<file path="config.mk">
export PLATFORM = sky130hd
export DESIGN_NAME = la_trig_seq
export DESIGN_NICKNAME = d
export VERILOG_FILES = /design/src/rtl/la_trig_pkg.sv /design/src/rtl/la_stage_match.sv /design/src/rtl/la_trig_seq.sv
export SDC_FILE = /design/constraint.sdc
export NUM_CORES = 1
export LEC_CHECK = 0
export ABC_AREA = 1
export BUFFER_PORTS_ARGS = -buffer_cell sky130_fd_sc_hd__clkbuf_2
export CORE_MARGIN = 2
export CORE_UTILIZATION = 55
export CTS_CLUSTER_SIZE = 25
export DETAILED_ROUTE_END_ITERATION = 16
export HOLD_SLACK_MARGIN = 0.15
export PLACE_DENSITY = 0.91
export SLEW_MARGIN = 20
export SYNTH_ARGS = -nofsm -noshare
export SYNTH_HDL_FRONTEND = slang
export SYNTH_SLANG_ARGS = --single-unit
</file>
<file path="constraint.sdc">
create_clock -name CLK -period 5.8 [get_ports CLK]
set_clock_uncertainty 0.15 [all_clocks]
set_input_delay 0.58 -clock CLK [delete_from_list [all_inputs] [get_ports CLK]]
set_output_delay 0.58 -clock CLK [all_outputs]
set_load 0.01 [all_outputs]
</file>
<file path="src/rtl/la_trig_pkg.sv">
// Shared definitions for the multi-stage logic-analyzer trigger engine.
package la_trig_pkg;

  // Upper bound on the number of sequential stages (stage_idx is 3 bits).
  localparam int MAX_STAGES = 8;

  // Per-stage combine mode for the level and change-detect terms.
  localparam logic COMB_AND = 1'b0;
  localparam logic COMB_OR  = 1'b1;

  // One-hot sequencer states.
  typedef enum logic [3:0] {
    ST_IDLE  = 4'b0001,
    ST_PRIME = 4'b0010,
    ST_ARMED = 4'b0100,
    ST_TRIG  = 4'b1000
  } state_e;

endpackage

</file>
<file path="src/rtl/la_stage_match.sv">
// Combinational match for one trigger stage: level compare plus
// change detect, combined by AND or OR. A zero mask makes its term
// "don't care".
module la_stage_match
  import la_trig_pkg::*;
#(
  parameter int WIDTH = 8
) (
  input  logic [WIDTH-1:0] data_sync,
  input  logic [WIDTH-1:0] data_prev,
  input  logic [WIDTH-1:0] lvl_mask,
  input  logic [WIDTH-1:0] lvl_val,
  input  logic [WIDTH-1:0] diff_mask,
  input  logic             comb_mode,
  input  logic             prev_valid,
  output logic             match
);

  logic lvl_dc;
  logic diff_dc;
  logic lvl_hit;
  logic diff_hit;
  logic and_match;
  logic or_match;

  // Evaluate both terms and pick the combination selected for this stage.
  always_comb begin
    lvl_dc    = (lvl_mask == '0);
    diff_dc   = (diff_mask == '0);
    lvl_hit   = (((data_sync ^ lvl_val) & lvl_mask) == '0);
    // Until the previous sample is meaningful, a change can never hit.
    diff_hit  = prev_valid && (((data_sync ^ data_prev) & diff_mask) != '0);
    and_match = (lvl_dc || lvl_hit) && (diff_dc || diff_hit);
    // OR mode only considers terms that are actually enabled.
    or_match  = (lvl_dc && diff_dc) || (!lvl_dc && lvl_hit) || (!diff_dc && diff_hit);
    case (comb_mode)
      COMB_AND: match = and_match;
      COMB_OR:  match = or_match;
      default:  match = and_match;
    endcase
  end

endmodule

</file>
<file path="src/rtl/la_trig_seq.sv">
// Multi-stage LA trigger sequencer. Samples the LA bus into a two-deep
// pipeline, matches the current stage's condition, counts consecutive
// hits and steps through the stages until the final one fires the trigger.
module la_trig_seq
  import la_trig_pkg::*;
#(
  parameter int WIDTH  = 8,
  parameter int STAGES = 2,
  parameter int CNT_W  = 8
) (
  input  logic                      CLK,
  input  logic                      RST,
  input  logic                      EN,
  input  logic [WIDTH-1:0]          DATA_IN,
  input  logic [STAGES*WIDTH-1:0]   LVL_MASK,
  input  logic [STAGES*WIDTH-1:0]   LVL_VAL,
  input  logic [STAGES*WIDTH-1:0]   DIFF_MASK,
  input  logic [STAGES-1:0]         COMB_MODE,
  input  logic [STAGES*CNT_W-1:0]   HIT_CNT,
  output logic                      trig_out,
  output logic                      trig_pulse,
  output logic [2:0]                stage_idx,
  output logic                      armed
);

  localparam logic [2:0] LAST_STAGE = 3'(STAGES - 1);

  state_e           state_q, state_d;
  logic [2:0]       stage_q, stage_d;
  logic [CNT_W-1:0] cnt_q, cnt_d;
  logic             pulse_q, pulse_d;
  logic [WIDTH-1:0] data_sync_q, data_sync_d;
  logic [WIDTH-1:0] data_prev_q, data_prev_d;

  // Config slices unpacked per stage; unused stage slots read as zero.
  logic [WIDTH-1:0] lvl_mask_a  [MAX_STAGES];
  logic [WIDTH-1:0] lvl_val_a   [MAX_STAGES];
  logic [WIDTH-1:0] diff_mask_a [MAX_STAGES];
  logic             comb_mode_a [MAX_STAGES];
  logic [CNT_W-1:0] hit_cnt_a   [MAX_STAGES];

  for (genvar k = 0; k < MAX_STAGES; k++) begin : g_cfg
    if (k < STAGES) begin : g_used
      assign lvl_mask_a[k]  = LVL_MASK[k*WIDTH +: WIDTH];
      assign lvl_val_a[k]   = LVL_VAL[k*WIDTH +: WIDTH];
      assign diff_mask_a[k] = DIFF_MASK[k*WIDTH +: WIDTH];
      assign comb_mode_a[k] = COMB_MODE[k];
      assign hit_cnt_a[k]   = HIT_CNT[k*CNT_W +: CNT_W];
    end else begin : g_unused
      assign lvl_mask_a[k]  = '0;
      assign lvl_val_a[k]   = '0;
      assign diff_mask_a[k] = '0;
      assign comb_mode_a[k] = COMB_AND;
      assign hit_cnt_a[k]   = '0;
    end
  end

  logic match;
  logic prev_valid;

  // The PRIME cycle is the only one where the previous sample may be stale.
  assign prev_valid = (state_q == ST_ARMED);

  la_stage_match #(
    .WIDTH (WIDTH)
  ) u_match (
    .data_sync  (data_sync_q),
    .data_prev  (data_prev_q),
    .lvl_mask   (lvl_mask_a[stage_q]),
    .lvl_val    (lvl_val_a[stage_q]),
    .diff_mask  (diff_mask_a[stage_q]),
    .comb_mode  (comb_mode_a[stage_q]),
    .prev_valid (prev_valid),
    .match      (match)
  );

  // Hit counting: a programmed count of 0 behaves as 1.
  logic [CNT_W:0]   cnt_inc;
  logic [CNT_W:0]   cnt_need;
  logic [CNT_W-1:0] cnt_sat;
  logic             stage_done;

  assign cnt_inc    = {1'b0, cnt_q} + (CNT_W+1)'(1);
  assign cnt_need   = (hit_cnt_a[stage_q] == '0) ? (CNT_W+1)'(1) : {1'b0, hit_cnt_a[stage_q]};
  assign cnt_sat    = cnt_inc[CNT_W] ? cnt_q : cnt_inc[CNT_W-1:0];
  assign stage_done = match && (cnt_inc >= cnt_need);

  // Next-state, stage and counter logic for the trigger sequencer.
  always_comb begin
    // NOTE: every signal gets a default first so no path can infer a latch.
    state_d     = state_q;
    stage_d     = stage_q;
    cnt_d       = cnt_q;
    pulse_d     = 1'b0;
    data_sync_d = DATA_IN;
    data_prev_d = data_sync_q;

    if (!EN) begin
      state_d = ST_IDLE;
      stage_d = '0;
      cnt_d   = '0;
    end else begin
      case (state_q)
        ST_IDLE: begin
          state_d = ST_PRIME;
        end
        ST_PRIME: begin
          state_d = ST_ARMED;
          stage_d = '0;
          cnt_d   = '0;
        end
        ST_ARMED: begin
          if (!match) begin
            // A break in the run restarts this stage's count only.
            cnt_d = '0;
          end else if (stage_done) begin
            cnt_d = '0;
            if (stage_q == LAST_STAGE) begin
              state_d = ST_TRIG;
              pulse_d = 1'b1;
            end else begin
              stage_d = stage_q + 3'd1;
            end
          end else begin
            cnt_d = cnt_sat;
          end
        end
        ST_TRIG: begin
          state_d = ST_TRIG;
        end
        default: begin
          state_d = ST_IDLE;
          stage_d = '0;
          cnt_d   = '0;
        end
      endcase
    end
  end

  // State and sample pipeline registers.
  always_ff @(posedge CLK) begin
    // NOTE: reset is synchronous and sampled on the clock edge; it overrides EN.
    if (RST) begin
      state_q     <= ST_IDLE;
      stage_q     <= '0;
      cnt_q       <= '0;
      pulse_q     <= 1'b0;
      data_sync_q <= '0;
      data_prev_q <= '0;
    end else begin
      // NOTE: non-blocking assignments so every flop samples pre-edge values.
      state_q     <= state_d;
      stage_q     <= stage_d;
      cnt_q       <= cnt_d;
      pulse_q     <= pulse_d;
      data_sync_q <= data_sync_d;
      data_prev_q <= data_prev_d;
    end
  end

  assign trig_out   = (state_q == ST_TRIG);
  assign trig_pulse = pulse_q;
  assign stage_idx  = stage_q;
  assign armed      = (state_q == ST_ARMED);

endmodule

</file>
# [Word level (Yosys, flattened, before mapping)]
# Cells that the tools add are included.
# Widths: inputs -> output; s select.
[classes] reduce_logical=23 multipliers=0 n_shift=0 add_sub_neg=2 order_cmp=2 eq_ne=10 div_mod_pow=0 bitwise_logic=11 n_mux=30
[op_table] op="$bmux 8 s3" n=4
[op_table] op="$mux 8" n=12
[op_table] op="$logic_not 8->1" n=4
[op_table] op="$and 8x8->8" n=2
[op_table] op="$pmux 4 s4" n=1
[op_table] op="$pmux 8 s2" n=1
[op_table] op="$xor 8x8->8" n=2
[op_table] op="$mux 4" n=3
[op_table] op="$add 8x1->9 const B" n=1
[op_table] op="$ge 9x8->1" n=1
[op_table] op="$mux 3" n=3
[op_table] op="$ne 2x2->1 const B" n=4
[op_table] op="$reduce_bool 8->1" n=1
[op_table] op="$logic_and 1x1->1" n=6
[op_table] op="$not 1->1" n=6
[op_table] op="$pmux 3 s2" n=1
[op_table] op="$reduce_or 5->1" n=1
[op_table] op="$eq 4x1->1 const B" n=1
[op_table] op="$eq 4x2->1 const B" n=1
[op_table] op="$eq 4x3->1 const B" n=1
[op_table] op="$eq 4x4->1 const B" n=1
[op_table] op="$ge 4x4->1 const B" n=1
[op_table] op="$logic_or 1x1->1" n=4
[op_table] op="$ne 4x4->1 const B" n=1
[op_table] op="11 further kinds" n=15
[totals] word_cells=84 ff_bits=32 in_bits=77 latch_bits=0 mem_count=0 mem_bits_rw=0 rom_bits=0 out_inout_bits=6

# [Depth between registers and ports, before layout]
# Gate-level depths: netlist (run 1).
[logic_depth] depth_word=15 depth_mapped=19 depth_no_buf=19

# [Modules after synthesis]
# Synthesis (run 1) repeated with hierarchy kept, for this count alone.
[hier_totals] hier_cells=410 hier_area_um2=2407.3
[by_module_without_submodules] mod="la_trig_seq" seq_area_each_um2=640.6 cells_each=305 n_inst=1 area_each_um2=1974.4
[by_module_without_submodules] mod="la_stage_match" seq_area_each_um2=0.0 cells_each=105 n_inst=1 area_each_um2=432.9

# [Worst setup path after synthesis (run 1)]
# No wires, ideal clock.
[synth_timing] kind="register to register" from="register stage_q[0] (netlist: stage_idx[0])" to="register stage_q[1] (netlist: stage_idx[1])" slack_ns=3.222 required_ns=5.522 t_arrival_ns=2.300 synth_period_minus_slack_ns=2.578 setup_time_ns=0.128 path_stages_with_launch=18 n_path_buf=2 path_cell_list="dfxtp_1 buf_2 buf_2 nor2_1 nor2_1 o21ai_0 ha_1 a21oi_1 o21a_1 nor2_1 nor2_1 nand3_1 nand3_1 nand2_2 nand2_1 nand2_1 nand2_1 nor2_1"
[synth_via] elab_chain_cells=14 elab_cells_between_ends=50 classes_between="add/sub (1); order compare (1); eq/ne (4); mux (21); bitwise (5); reduce/logical (18)"
[synth_lines] element="start, declared" line="la_trig_seq.sv:29" text="logic [2:0] stage_q, stage_d;"
[synth_lines] element="start signal, assigned" line="la_trig_seq.sv:153" text="stage_q <= stage_d;"
[synth_lines] element="parallel branches: the longest is 14 deep, another holds $ge 9x8->1"
# Several ways; the timed one is not identified. The select of a mux whose other input is x is not followed.
# A chain may end at the register's enable or synchronous reset.

# [Worst setup path after layout (run 1)]
[layout_timing] from="register stage_q[1] (netlist: stage_idx[1])" to="register stage_q[1] (netlist: stage_idx[1])"
# The elaborated chain is that of the path after synthesis.

==> results of run 1 <==
==> stage by stage <==
stage	cell area (um^2)	instances	hold WS (ps)	total power, mW
floorplan	2580	467	295	0.329
global placement	3000	589	304	0.370
detailed placement	3000	589	322	0.375
CTS	3110	597	322	0.585
global route	3110	597	335	0.616
finish	3110	597	322	0.586
==> metal layers <==
layer / routed length [um] / vias up
li1: - / 1579
met1: 2970 / 1312
met2: 3040 / 130
met3: 571 / 6
met4: 72 / 0
met5: 0 / -
==> cells in the mapped netlist <==
| master | count | share of area, % |
|---|---|---|
| nand4_1 | 8 | 1.9 |
| clkinv_1 | 1 | 0.15 |
| o211ai_1 | 3 | 0.87 |
| dfxtp_1 | 32 | 25 |
| buf_4 | 1 | 0.29 |
| nor4_1 | 2 | 0.48 |
| nand3b_1 | 1 | 0.29 |
| or2_2 | 1 | 0.24 |
| nor3_2 | 1 | 0.39 |
| inv_2 | 3 | 0.44 |
| inv_1 | 77 | 11 |
| ha_1 | 11 | 5.3 |
| o21ai_0 | 14 | 2.7 |
| or2_1 | 7 | 1.7 |
| clkbuf_1 | 4 | 0.58 |
| a31oi_1 | 2 | 0.48 |
| a21oi_1 | 14 | 2.7 |
| xor2_1 | 3 | 1.0 |
| nor2_1 | 90 | 13 |
| o21a_1 | 1 | 0.29 |
| buf_2 | 8 | 1.6 |
| xnor2_1 | 3 | 1.0 |
| nand2_2 | 2 | 0.48 |
| nand2_1 | 137 | 20 |
| nand3_1 | 40 | 7.8 |
| o22ai_1 | 1 | 0.24 |
==> area by class of cell <==
cell class	instances	area, um^2
clock buffers	5	68.8
clock inverters	3	42.5
fillers	388	1330
inverters	81	304
multi-input cells	341	1570
flip-flops and latches	32	641
well taps	52	65.1
repair buffers	83	418
==> power groups by stage <==
| stage | Clock [mW] | Combinational (mW) | Sequential [mW] |
|---|---|---|---|
| after floorplan | 0 | 0.0933 | 0.236 |
| after global placement | 0 | 0.134 | 0.236 |
| after detailed placement | 0 | 0.139 | 0.236 |
| after CTS | 0.214 | 0.140 | 0.231 |
| after global routing | 0.223 | 0.161 | 0.232 |
| final | 0.213 | 0.141 | 0.231 |
==> cell families after synthesis <==
logic type | share of synthesized area, %
adder cells (fa/ha/maj) | 5.33
AO/OA/AOI/OAI | 7.32
AND/OR/NAND/NOR | 46.3
flip-flops | 24.8
buffers and inverters | 14.2
XOR/XNOR | 2.04
==> worst max-delay path, stage by stage (launching register included) <==
cell and delay [ps]:
dfxtp_1 350, inv_2 260, nand2_2 270, nor2_1 150, o21ai_0 130, ha_1 340
a21oi_1 160, o21a_1 120, nor2_1 40, nor2_1 80, nand3_1 100, nand3_1 160
nand2_2 130, nand2_1 130, nand2_1 60, nand2_1 70, nor2_1 40
==> flip-flops by register name, summed over array words and instances (netlist names) <==
name and cells:
data_prev_q 8, stage_idx 3, cnt_q 8, trig_pulse 1
state_q 4, data_prev_d 8
==> final timing paths <==
path | start | endpoint | cells past startpoint
hold reg to reg | cnt_q[3] | cnt_q[3] | 2
hold / removal | DATA_IN[5] | data_prev_d[5] | 3
setup reg to reg | stage_idx[1] | stage_idx[1] | 16
setup / recovery | stage_idx[1] | stage_idx[1] | 16
==> metrics.md, run 1 <==
| Metric | Value |
|---|---|
| Status | completed |
| CORE AREA | 4440 um^2 |
| GR Layer Usage met3 | under 10% |
| NetSw | 0.175 mW |
| Rel. slew slack | 55.1% |
| Setup violators final | 0 |
| PD cells | 188 nW/um^2 |
| Cell Rows | 24 |
| CP arrival | 2880 ps |
| Clock latency on the worst-skew pair | 290 ps |
| Total GRT Usage | 25.0% |
| Area delta synth->final | 20.6% |
| Die width | 72.5 um |
| Total routed wirelength | between 6000 and 7000 um |
| #FFs+latches synth | 32 |
| Slew Viols, Final | 0 |
| Hold-fix buffers, CTS | 0 |
| Leakage | 1.78 nW |
| Clock Pin Slew Worst Setup and Hold Paths | roughly 70 ps |
| Mapped Area | 2580 um^2 |
| Commonest cells after routing, fill and taps aside | 137 x nand2_1, 90 x nor2_1, 82 x clkbuf_2 |
| TritonCTS clock tree | done |
| Worst-Margin Slew | 671 ps |
| Yosys warnings | 0 |
| Switching share of power | about 30% |
| Slack of the worst reg-to-reg path | 2940 ps |
| HP Class | in -> reg |
| Inserted Clock Buffers | 5 |
| Initial Util | 58.1% |
| Post-Synthesis Cells | 467 |
| Ports | 83 |
| Met2 Use GR | around two fifths |
| Final Wtd Congestion | between 0.8 and 0.9 |
| Startpoint Class | flip-flop |
| Post-route clock period utilization | between 40% and 50% |
| CTS H-tree lvls | 2 |
| Critical path type | reg -> reg |
| Sink Count | 32 |
| Final worst slack | 2940 ps |
| Vias per cell | about 5.1 |
| Most common cell after layout, fill and taps aside | nand2_1 |
| Dpl ws | 3010 ps |
| Cell variety after synth | 26 |
| WL/cell | around 11 um |
| Sequential element share of the synthesized area | ~25% |
| Max Fclk | 0.349 GHz |
| Critical Path End Type | flip-flop |
| Antenna Nets Post-Route | 0 |
| Fin. Hold Viols | 0 |
| Initial antenna violation count | 0 |
| Post-CTS setup buffer count | 0 |
| CTS Root Buffer Type | clkbuf_8 |
| Iteration-0 DRC count of the detailed router | a little over 200 |
| Vias in the first global route | about 2600 |
| Final core utilization | 70.0% |
| Max VDD drop | 158 uV |
| Seq pwr share | about two fifths |
| WP data required | 5820 ps |
| Residual DRC count | 0 |
| Final TNS setup | 0 ps |
| HPWL Detailed | between 5000 and 6000 um |
| Largest net degree at the start of global routing | 43 |
| Grt met1 use | 32.6% |
| Clock Path Buffers | 2 |
| Syn nets | 555 |
| Share of layout cells above drive strength 1 | 18.0% |
| MaxCap Viol Count | 0 |
| Minimum clock period | 2860 ps |
| Total global routing overflow | 0 |
| Total number of vias | 3027 |
| Die Height | 72.5 um |
| Post-Syn Area per Cell | 5.53 um^2 |
| Post-CTS Resized | 0 |
| Worst Path Max Fanout | 19 |
| PortBufs | 82 |
| Clock share of power | a little over a third |
| Logic gate share of total power | 24.1% |
| First-pass GRT wire length | 10500 um |
| Internal power | between 0.4 and 0.5 mW |
| DR pass1 iterations | 5 |
| RSZ-0062 raised after global routing | false |
| Final-stage net count | 632 |
| Antenna Cells | 0 |
| Die area | 5260 um^2 |
| Most Used Layer, Global Route | met2 |
Power figures use the tool's default switching activity.
==> run 2, diff against run 1 <==
--- a/config.mk
+++ b/config.mk
@@ -5,14 +5,14 @@
 export SDC_FILE = /design/constraint.sdc
 export NUM_CORES = 1
 export LEC_CHECK = 0
-export ABC_AREA = 1
+export ABC_AREA = 0
 export BUFFER_PORTS_ARGS = -buffer_cell sky130_fd_sc_hd__clkbuf_2
 export CORE_MARGIN = 2
-export CORE_UTILIZATION = 55
+export CORE_UTILIZATION = 50
 export CTS_CLUSTER_SIZE = 25
 export DETAILED_ROUTE_END_ITERATION = 16
 export HOLD_SLACK_MARGIN = 0.15
-export PLACE_DENSITY = 0.91
+export PLACE_DENSITY = 0.87
 export SLEW_MARGIN = 20
 export SYNTH_ARGS = -nofsm -noshare
 export SYNTH_HDL_FRONTEND = slang
==> constraint.sdc (replaced) <==
create_clock -name CLK -period 2.85 [get_ports CLK]
set_clock_uncertainty 0.15 [all_clocks]
set_input_delay 0.285 -clock CLK [delete_from_list [all_inputs] [get_ports CLK]]
set_output_delay 0.285 -clock CLK [all_outputs]
set_load 0.01 [all_outputs]
==> run 2 against run 1 <==
- the flow now finishes with violations (negative setup slack)
- sequential power increased by 100%
- cell count fell by 29%
- clock power is 69% higher
- combinational power is 34% higher
- critical path type unchanged
- highest routed layer unchanged
==> metrics.md, run 2 <==
| Metric | Value |
|---|---|
| Status | complete, but fails checks |
| Failing checks | negative setup slack |
| WL/cell | 16.8 um (+51%) |
| PortBufs | 82 (unchanged) |
| Post-Syn Area per Cell | 8.90 um^2 (+61%) |
| Post-Synthesis Cells | 255 (-45%) |
| Most common cell after layout, fill and taps aside | clkbuf_2 |
| Die area | 5090 um^2 (-3.1%) |
| Yosys top cell by area | dfxtp_1 |
| Max VDD drop | 318 uV (+100%) |
| Cell total after placement | 387 (-34%) |
| Antenna Nets Post-Route | 0 (unchanged) |
| Worst-Margin Slew | 553 ps (-118 ps) |
| Inserted Clock Buffers | 5 (unchanged) |
| CP arrival | 2930 ps (+50 ps) |
| HPWL Detailed | 4700 um (-9.1%) |
| Switching share of power | 25.6% (-4.3 points) |
| Final core utilization | 74.7% (+4.7 points) |
| First-pass GRT wire length | 10100 um (-3.8%) |
| CORE AREA | 4350 um^2 (-2.0%) |
| Worst Path Max Fanout | 12 (-7) |
| Rel. slew slack | 63.1% (+8.0 points) |
| Yosys warnings | 0 (unchanged) |
| Total number of vias | 2455 (-19%) |
| Fin area | 3250 um^2 (+4.5%) |
| Minimum clock period | 2900 ps (+40.9 ps) |
| Leakage | 1.43 nW (-20%) |
| RSZ-0062 raised after global routing | true |
| Total global routing overflow | 0 (unchanged) |
| Share of layout cells above drive strength 1 | 41.1% (+23 points) |
| Clock share of power | 35.4% (-1.0 points) |
| Initial antenna violation count | 0 (unchanged) |
| Ports | 83 (unchanged) |
| Total routed wirelength | 7080 um (+6.4%) |
| Initial Util | 52.1% (-6.0 points) |
| Top cells by count, synth | 32 x dfxtp_1, 26 x mux2i_1, 20 x nor2_1 |
| Clock Pin Slew Worst Setup and Hold Paths | 70 ps (about the same) |
| HP Class | in -> reg |
| Vias in the first global route | 2355 (-8.3%) |
| Area delta synth->final | 43.5% |
| EDFF count, synth | 0 (unchanged) |
| Area of the multi-input gates | 1660 um^2 (+5.2%) |
| Final worst slack | -55.0 ps (-2990 ps) |
| Slew Viols, Final | 0 (unchanged) |
| Sequential element share of the synthesized area | 28.2% (+3.4 points) |
| Startpoint Class | flip-flop |
| Residual DRC count | 0 (unchanged) |
| CTS H-tree lvls | 2 (unchanged) |
| Seq pwr share | 46.2% (+6.7 points) |
| Largest net degree at the start of global routing | 35 (-19%) |
| Primary FF master, synth | dfxtp_1 |
| DR pass1 iterations | 4 (-1) |
| Die width | 71.4 um (-1.6%) |
| NetSw | 0.261 mW (+49%) |
| Largest cells by area after synthesis | dfxtp_1 28%, mux2i_1 11%, xnor2_1 6.6% |
| Fill cells | 291 (-25%) |
| Fin. Hold Viols | 0 (unchanged) |
| Max Fclk | 0.344 GHz (-1.4%) |
| Final Wtd Congestion | 0.913 (+2.8%) |
| Ys async rst share | 0% (unchanged) |
| Logic gate share of total power | 18.5% (-5.6 points) |
| Post-route clock period utilization | 102% (+53 points) |
| Top-count cell post-synth | dfxtp_1 |
| Die Height | 71.4 um (-1.6%) |
| Placed Area | 2800 um^2 (-6.6%) |
| FF/Latch Area | 646 um^2 (+0.78%) |
| Internal power | 0.760 mW (+85%) |
| Antenna Cells | 0 (unchanged) |
| Setup violators final | 2 (+2) |
| Sink Count | 32 (unchanged) |
| Commonest cells after routing, fill and taps aside | 82 x clkbuf_2, 30 x dfxtp_1, 25 x mux2i_1 |
| Vias per cell | 5.82 (+15%) |
| Critical Path End Type | flip-flop |
| Finished Layout Cells | 422 (-29%) |
| MaxCap Viol Count | 0 (unchanged) |
| CTS Root Buffer Type | clkbuf_8 |
| Cell Rows | 24 (unchanged) |
| Total GRT Usage | 24.7% (-0.29 points) |
| Iteration-0 DRC count of the detailed router | 137 (-33%) |
| Synth top area share | 28.2% (+3.4 points) |
| Cell variety after synth | 49 (+88%) |
| #FFs+latches synth | 32 (unchanged) |
| Syn nets | 343 (-38%) |
| TritonCTS clock tree | done |
| Clock latency on the worst-skew pair | 290 ps (about the same) |
| Clock Path Buffers | 2 (unchanged) |
| WP data required | 2880 ps (-2940 ps) |
| Mapped Area | 2270 um^2 (-12%) |
| Critical path type | reg -> reg |
| Final-stage net count | 457 (-28%) |
| PD cells | 314 nW/um^2 (+67%) |
## run 2: power groups by stage
stage / Sequential (mW) / Combinational, mW / Clock [mW]
6_report: 0.471 / 0.189 / 0.361
5_1_grt: 0.472 / 0.205 / 0.376
4_1_cts: 0.471 / 0.173 / 0.360
3_5_place_dp: 0.481 / 0.164 / 0
3_3_place_gp: 0.480 / 0.159 / 0
2_1_floorplan: 0.478 / 0.0909 / 0
## run 2: worst max-delay path: stages (launching register included)
cell,delay (ps)
dfxtp_4,370
buf_8,130
buf_16,140
buf_12,120
mux2i_1,180
nor2_1,70
xnor2_1,160
o22ai_1,140
o41ai_2,440
a22oi_2,150
or4b_4,590
o2bb2ai_2,150
## run 2: final cells by class
cell class                 instances  share of cell area (%)
multi-input combinational        207                    50.9
timing repair buffer             119                    24.0
sequential                        32                    19.8
clock buffer                       8                    2.77
tap                               52                    2.00
inverter                           4                   0.461
## run 2: path summary, 6_finish.rpt
check / cells after the start / slack (ps) / startpoint / to
hold / removal: 2 / 250 / RST / data_prev_q[7]
setup / recovery: 11 / -50 / stage_idx[0] / state_q[2]
setup reg to reg: 11 / -50 / stage_idx[0] / state_q[2]
hold reg to reg: 1 / 350 / cnt_q[0] / cnt_q[0]
## run 2: kinds of logic after synthesis
| family | synth area share (%) |
|---|---|
| AND/OR/NAND/NOR | 21.0 |
| XOR/XNOR | 8.88 |
| adder cells (fa/ha/maj) | 6.07 |
| multiplexers | 14.9 |
| AO/OA/AOI/OAI | 16.2 |
| flip-flops | 28.2 |
| buffers and inverters | 4.74 |
## run 2: through the flow
step | setup slack [ps] | hold WS [ps] | setup TNS, ps | power [mW]
final | -55.0 | 246 | -70.2 | 1.02
after global placement | 85.1 | 343 | 0 | 0.639
after floorplan | -222 | 207 | -2210 | 0.568
after detailed placement | 27.2 | 349 | 0 | 0.645
after global routing | -214 | 278 | -1520 | 1.05
after CTS | 15.7 | 246 | 0 | 1.00
## run 2: what timing repair did
action / in CTS / in global routing
endpoints found under the hold margin: 8 / 0
setup buffers: 0 / 17
endpoints found under the setup margin: 0 / 14
hold buffers: 8 / 0
gates resized for setup: 0 / 20
## run 2: metal layers
layer | share of wire [%] | global-route usage [%] | up-vias
met5 | 0 | 0 | -
met4 | 3.5 | 8.60 | 0
met3 | 5.9 | 4.64 | 26
met2 | 52 | 47.3 | 112
met1 | 38 | 26.9 | 1147
li1 | - | - | 1170
==> run 3, diff against run 2 <==
--- a/config.mk
+++ b/config.mk
@@ -9,6 +9,7 @@
 export BUFFER_PORTS_ARGS = -buffer_cell sky130_fd_sc_hd__clkbuf_2
 export CORE_MARGIN = 2
 export CORE_UTILIZATION = 50
+export CTS_BUF_LIST = sky130_fd_sc_hd__clkbuf_16
 export CTS_CLUSTER_SIZE = 25
 export DETAILED_ROUTE_END_ITERATION = 16
 export HOLD_SLACK_MARGIN = 0.15
==> run 3 against run 2 <==
- setup slack got worse by 8.4 ps
- register-to-register slack about the same
- fmax shrank 0.29%
- combinational power rose by 4%
- clock power up 37%
- wire length is 5.9% higher
- power increased by 14%
- cell count down 0.95%
- the flow still finishes with violations (negative setup slack)
- design area is essentially flat
- critical path depth shrank 1
- largest power group is now clock
==> metrics.md, run 3 (same netlist as run 2, synthesis figures left out) <==
| Metric | Value |
|---|---|
| Status | complete, but fails checks |
| Failing checks | negative setup slack |
| Startpoint Class | flip-flop |
| CP Depth | 10 (-1) |
| Most common cell after layout, fill and taps aside | clkbuf_2 |
| CORE AREA | 4350 um^2 (unchanged) |
| Rel. slew slack | 61.7% (-1.4 points) |
| Clock latency on the worst-skew pair | 280 ps (about the same) |
| Area of the multi-input gates | 1640 um^2 (-0.83%) |
| Total global routing overflow | 0 (unchanged) |
| WHS | 252 ps (+6.86 ps) |
| R2R Path Start | stage_idx[1] |
| CP top delay family | simple AND/OR/NAND/NOR gates |
| Final Wtd Congestion | 0.913 (unchanged) |
| Leakage | 1.44 nW (+0.67%) |
| Ports | 83 (unchanged) |
| Final core utilization | 74.8% (about the same) |
| Antenna Nets Post-Route | 0 (unchanged) |
| Cell total after placement | 387 (unchanged) |
| Clock share of power | 42.6% (+7.2 points) |
| Inserted Clock Buffers | 5 (unchanged) |
| PortBufs | 82 (unchanged) |
| Max Fclk | 0.343 GHz (-0.29%) |
| PD cells | 358 nW/um^2 (+14%) |
| Final-stage net count | 453 (-0.88%) |
| Crit-path cells | buf_4 -> or2_0 -> buf_4 -> nor2_1 -> a22oi_1 -> a31oi_1 -> a211o_1 -> a22oi_2 -> or4b_4 -> o2bb2ai_4 |
| Hold path start | RST |
| HP Class | in -> reg |
| Fin area | 3260 um^2 (about the same) |
| Clock Pin Slew Worst Setup and Hold Paths | 50 ps (-20 ps) |
| First-pass GRT wire length | 10200 um (+1.4%) |
| Worst r2r path cells | 10 (-1) |
| Die area | 5090 um^2 (unchanged) |
| Critical Path Slowest Stage Cell | or4b_4 |
| Worst-Margin Slew | 574 ps (+21.2 ps) |
| TritonCTS clock tree | done |
| Final Power | 1.16 mW (+14%) |
| Total number of vias | 2474 (+0.77%) |
| Worst Path Max Fanout | 13 (+1) |
| Fin. Hold Viols | 0 (unchanged) |
| Internal power | 0.879 mW (+16%) |
| Residual DRC count | 0 (unchanged) |
| Final TNS setup | -105 ps (-34.4 ps) |
| WL/cell | 17.9 um (+6.9%) |
| CTS Root Buffer Type | clkbuf_16 |
| Post-route clock period utilization | 102% (+0.29 points) |
| Total routed wirelength | 7500 um (+5.9%) |
| Iteration-0 DRC count of the detailed router | 208 (+52%) |
| WP data required | 2860 ps (-20 ps) |
| Initial Util | 52.1% (unchanged) |
| Sink Count | 32 (unchanged) |
| Minimum clock period | 2910 ps (+8.37 ps) |
| Dpl ws | 27.2 ps (unchanged) |
| Vias in the first global route | 2376 (+0.89%) |
| Die Height | 71.4 um (unchanged) |
| Max incr delay on CP | 610 ps (+20 ps) |
| Largest net degree at the start of global routing | 35 (unchanged) |
| Total GRT Usage | 25.4% (+0.62 points) |
| Most used cell, CP | buf_4 |
| Antenna Cells | 0 (unchanged) |
| NetSw | 0.286 mW (+9.4%) |
| Critical Path End Type | flip-flop |
| Buffer and inverter count on the worst path | 2 (-1) |
| Die width | 71.4 um (unchanged) |
| Initial antenna violation count | 0 (unchanged) |
| Share of layout cells above drive strength 1 | 39.9% (-1.2 points) |
| Commonest cells after routing, fill and taps aside | 82 x clkbuf_2, 30 x dfxtp_1, 25 x mux2i_1 |
| Hold Path Depth | 2 (unchanged) |
| DR pass1 iterations | 5 (+1) |
| Slew Viols, Final | 0 (unchanged) |
| FF/Latch Area | 646 um^2 (unchanged) |
| Switching share of power | 24.5% (-1.0 points) |
| Finished Layout Cells | 418 (-0.95%) |
| Clock Path Buffers | 2 (unchanged) |
| Setup violators final | 5 (+3) |
| Seq pwr share | 40.5% (-5.7 points) |
| Critical path type | reg -> reg |
| Cell Rows | 24 (unchanged) |
| Fill cells | 282 (-3.1%) |
| Worst Setup SP | stage_idx[1] |
| Vias per cell | 5.92 (+1.7%) |
| Area delta synth->final | 43.6% (about the same) |
| Logic gate share of total power | 16.9% (-1.6 points) |
| Final worst slack | -63.4 ps (-8.37 ps) |
| HPWL Detailed | 4700 um (unchanged) |
| Placed Area | 2800 um^2 (unchanged) |
| MaxCap Viol Count | 0 (unchanged) |
| RSZ-0062 raised after global routing | true |
| CP arrival | 2930 ps (about the same) |
| CTS H-tree lvls | 2 (unchanged) |
| Max VDD drop | 365 uV (+15%) |
[run 3: cell count changes in the layout (fill, tap and decap cells not counted), moves of 2 or more]
cell	before	now
clkbuf_16	1	6
buf_4	23	21
inv_1	3	5
clkbuf_8	6	0
a31oi_1	8	10
clkbuf_1	2	0
a31oi_4	2	0
[run 3: final cells by class]
cell class / count / share of cell area, %
flip-flops and latches: 32 / 19.8
well taps: 52 / 2.00
clock buffers: 5 / 3.84
repair buffers: 116 / 23.1
clock inverters: 3 / 0.346
multi-input cells: 206 / 50.4
inverters: 4 / 0.461
[run 3: what timing repair did]
item / in CTS / in global routing
hold endpoints to repair: 8 / 0
buffers inserted: 0 / 14
gates resized for setup: 0 / 17
hold buffers: 8 / 0
endpoints found under the setup margin: 0 / 14
[run 3: layer usage]
metal  vias to the layer above  wire, um  global-route usage, %
li1                       1158         -                      -
met1                      1126      2800                   27.9
met2                       159      3790                   47.0
met3                        31       610                   4.92
met4                         0       290                   10.9
met5                         -         0                      0
[run 3: power by group through the flow]
stage	clock network [mW]	logic (mW)	registers [mW]
after floorplan	0	0.0909	0.478
after global placement	0	0.159	0.480
after detailed placement	0	0.164	0.481
after CTS	0.496	0.174	0.472
after global routing	0.515	0.211	0.473
final	0.496	0.197	0.472
[run 3: worst paths after layout]
kind	endpoint	slack, ps
max	state_q[2]	-60
min	data_prev_q[7]	250
max reg2reg	state_q[2]	-60
min reg2reg	cnt_q[0]	340
[run 3: worst register-to-register path: stages (launching register included)]
cell and delay, ps:
dfxtp_1 340, buf_4 210, or2_0 300, buf_4 180, nor2_1 160, a22oi_1 120, a31oi_1 250, a211o_1 230
a22oi_2 90, or4b_4 610, o2bb2ai_4 160
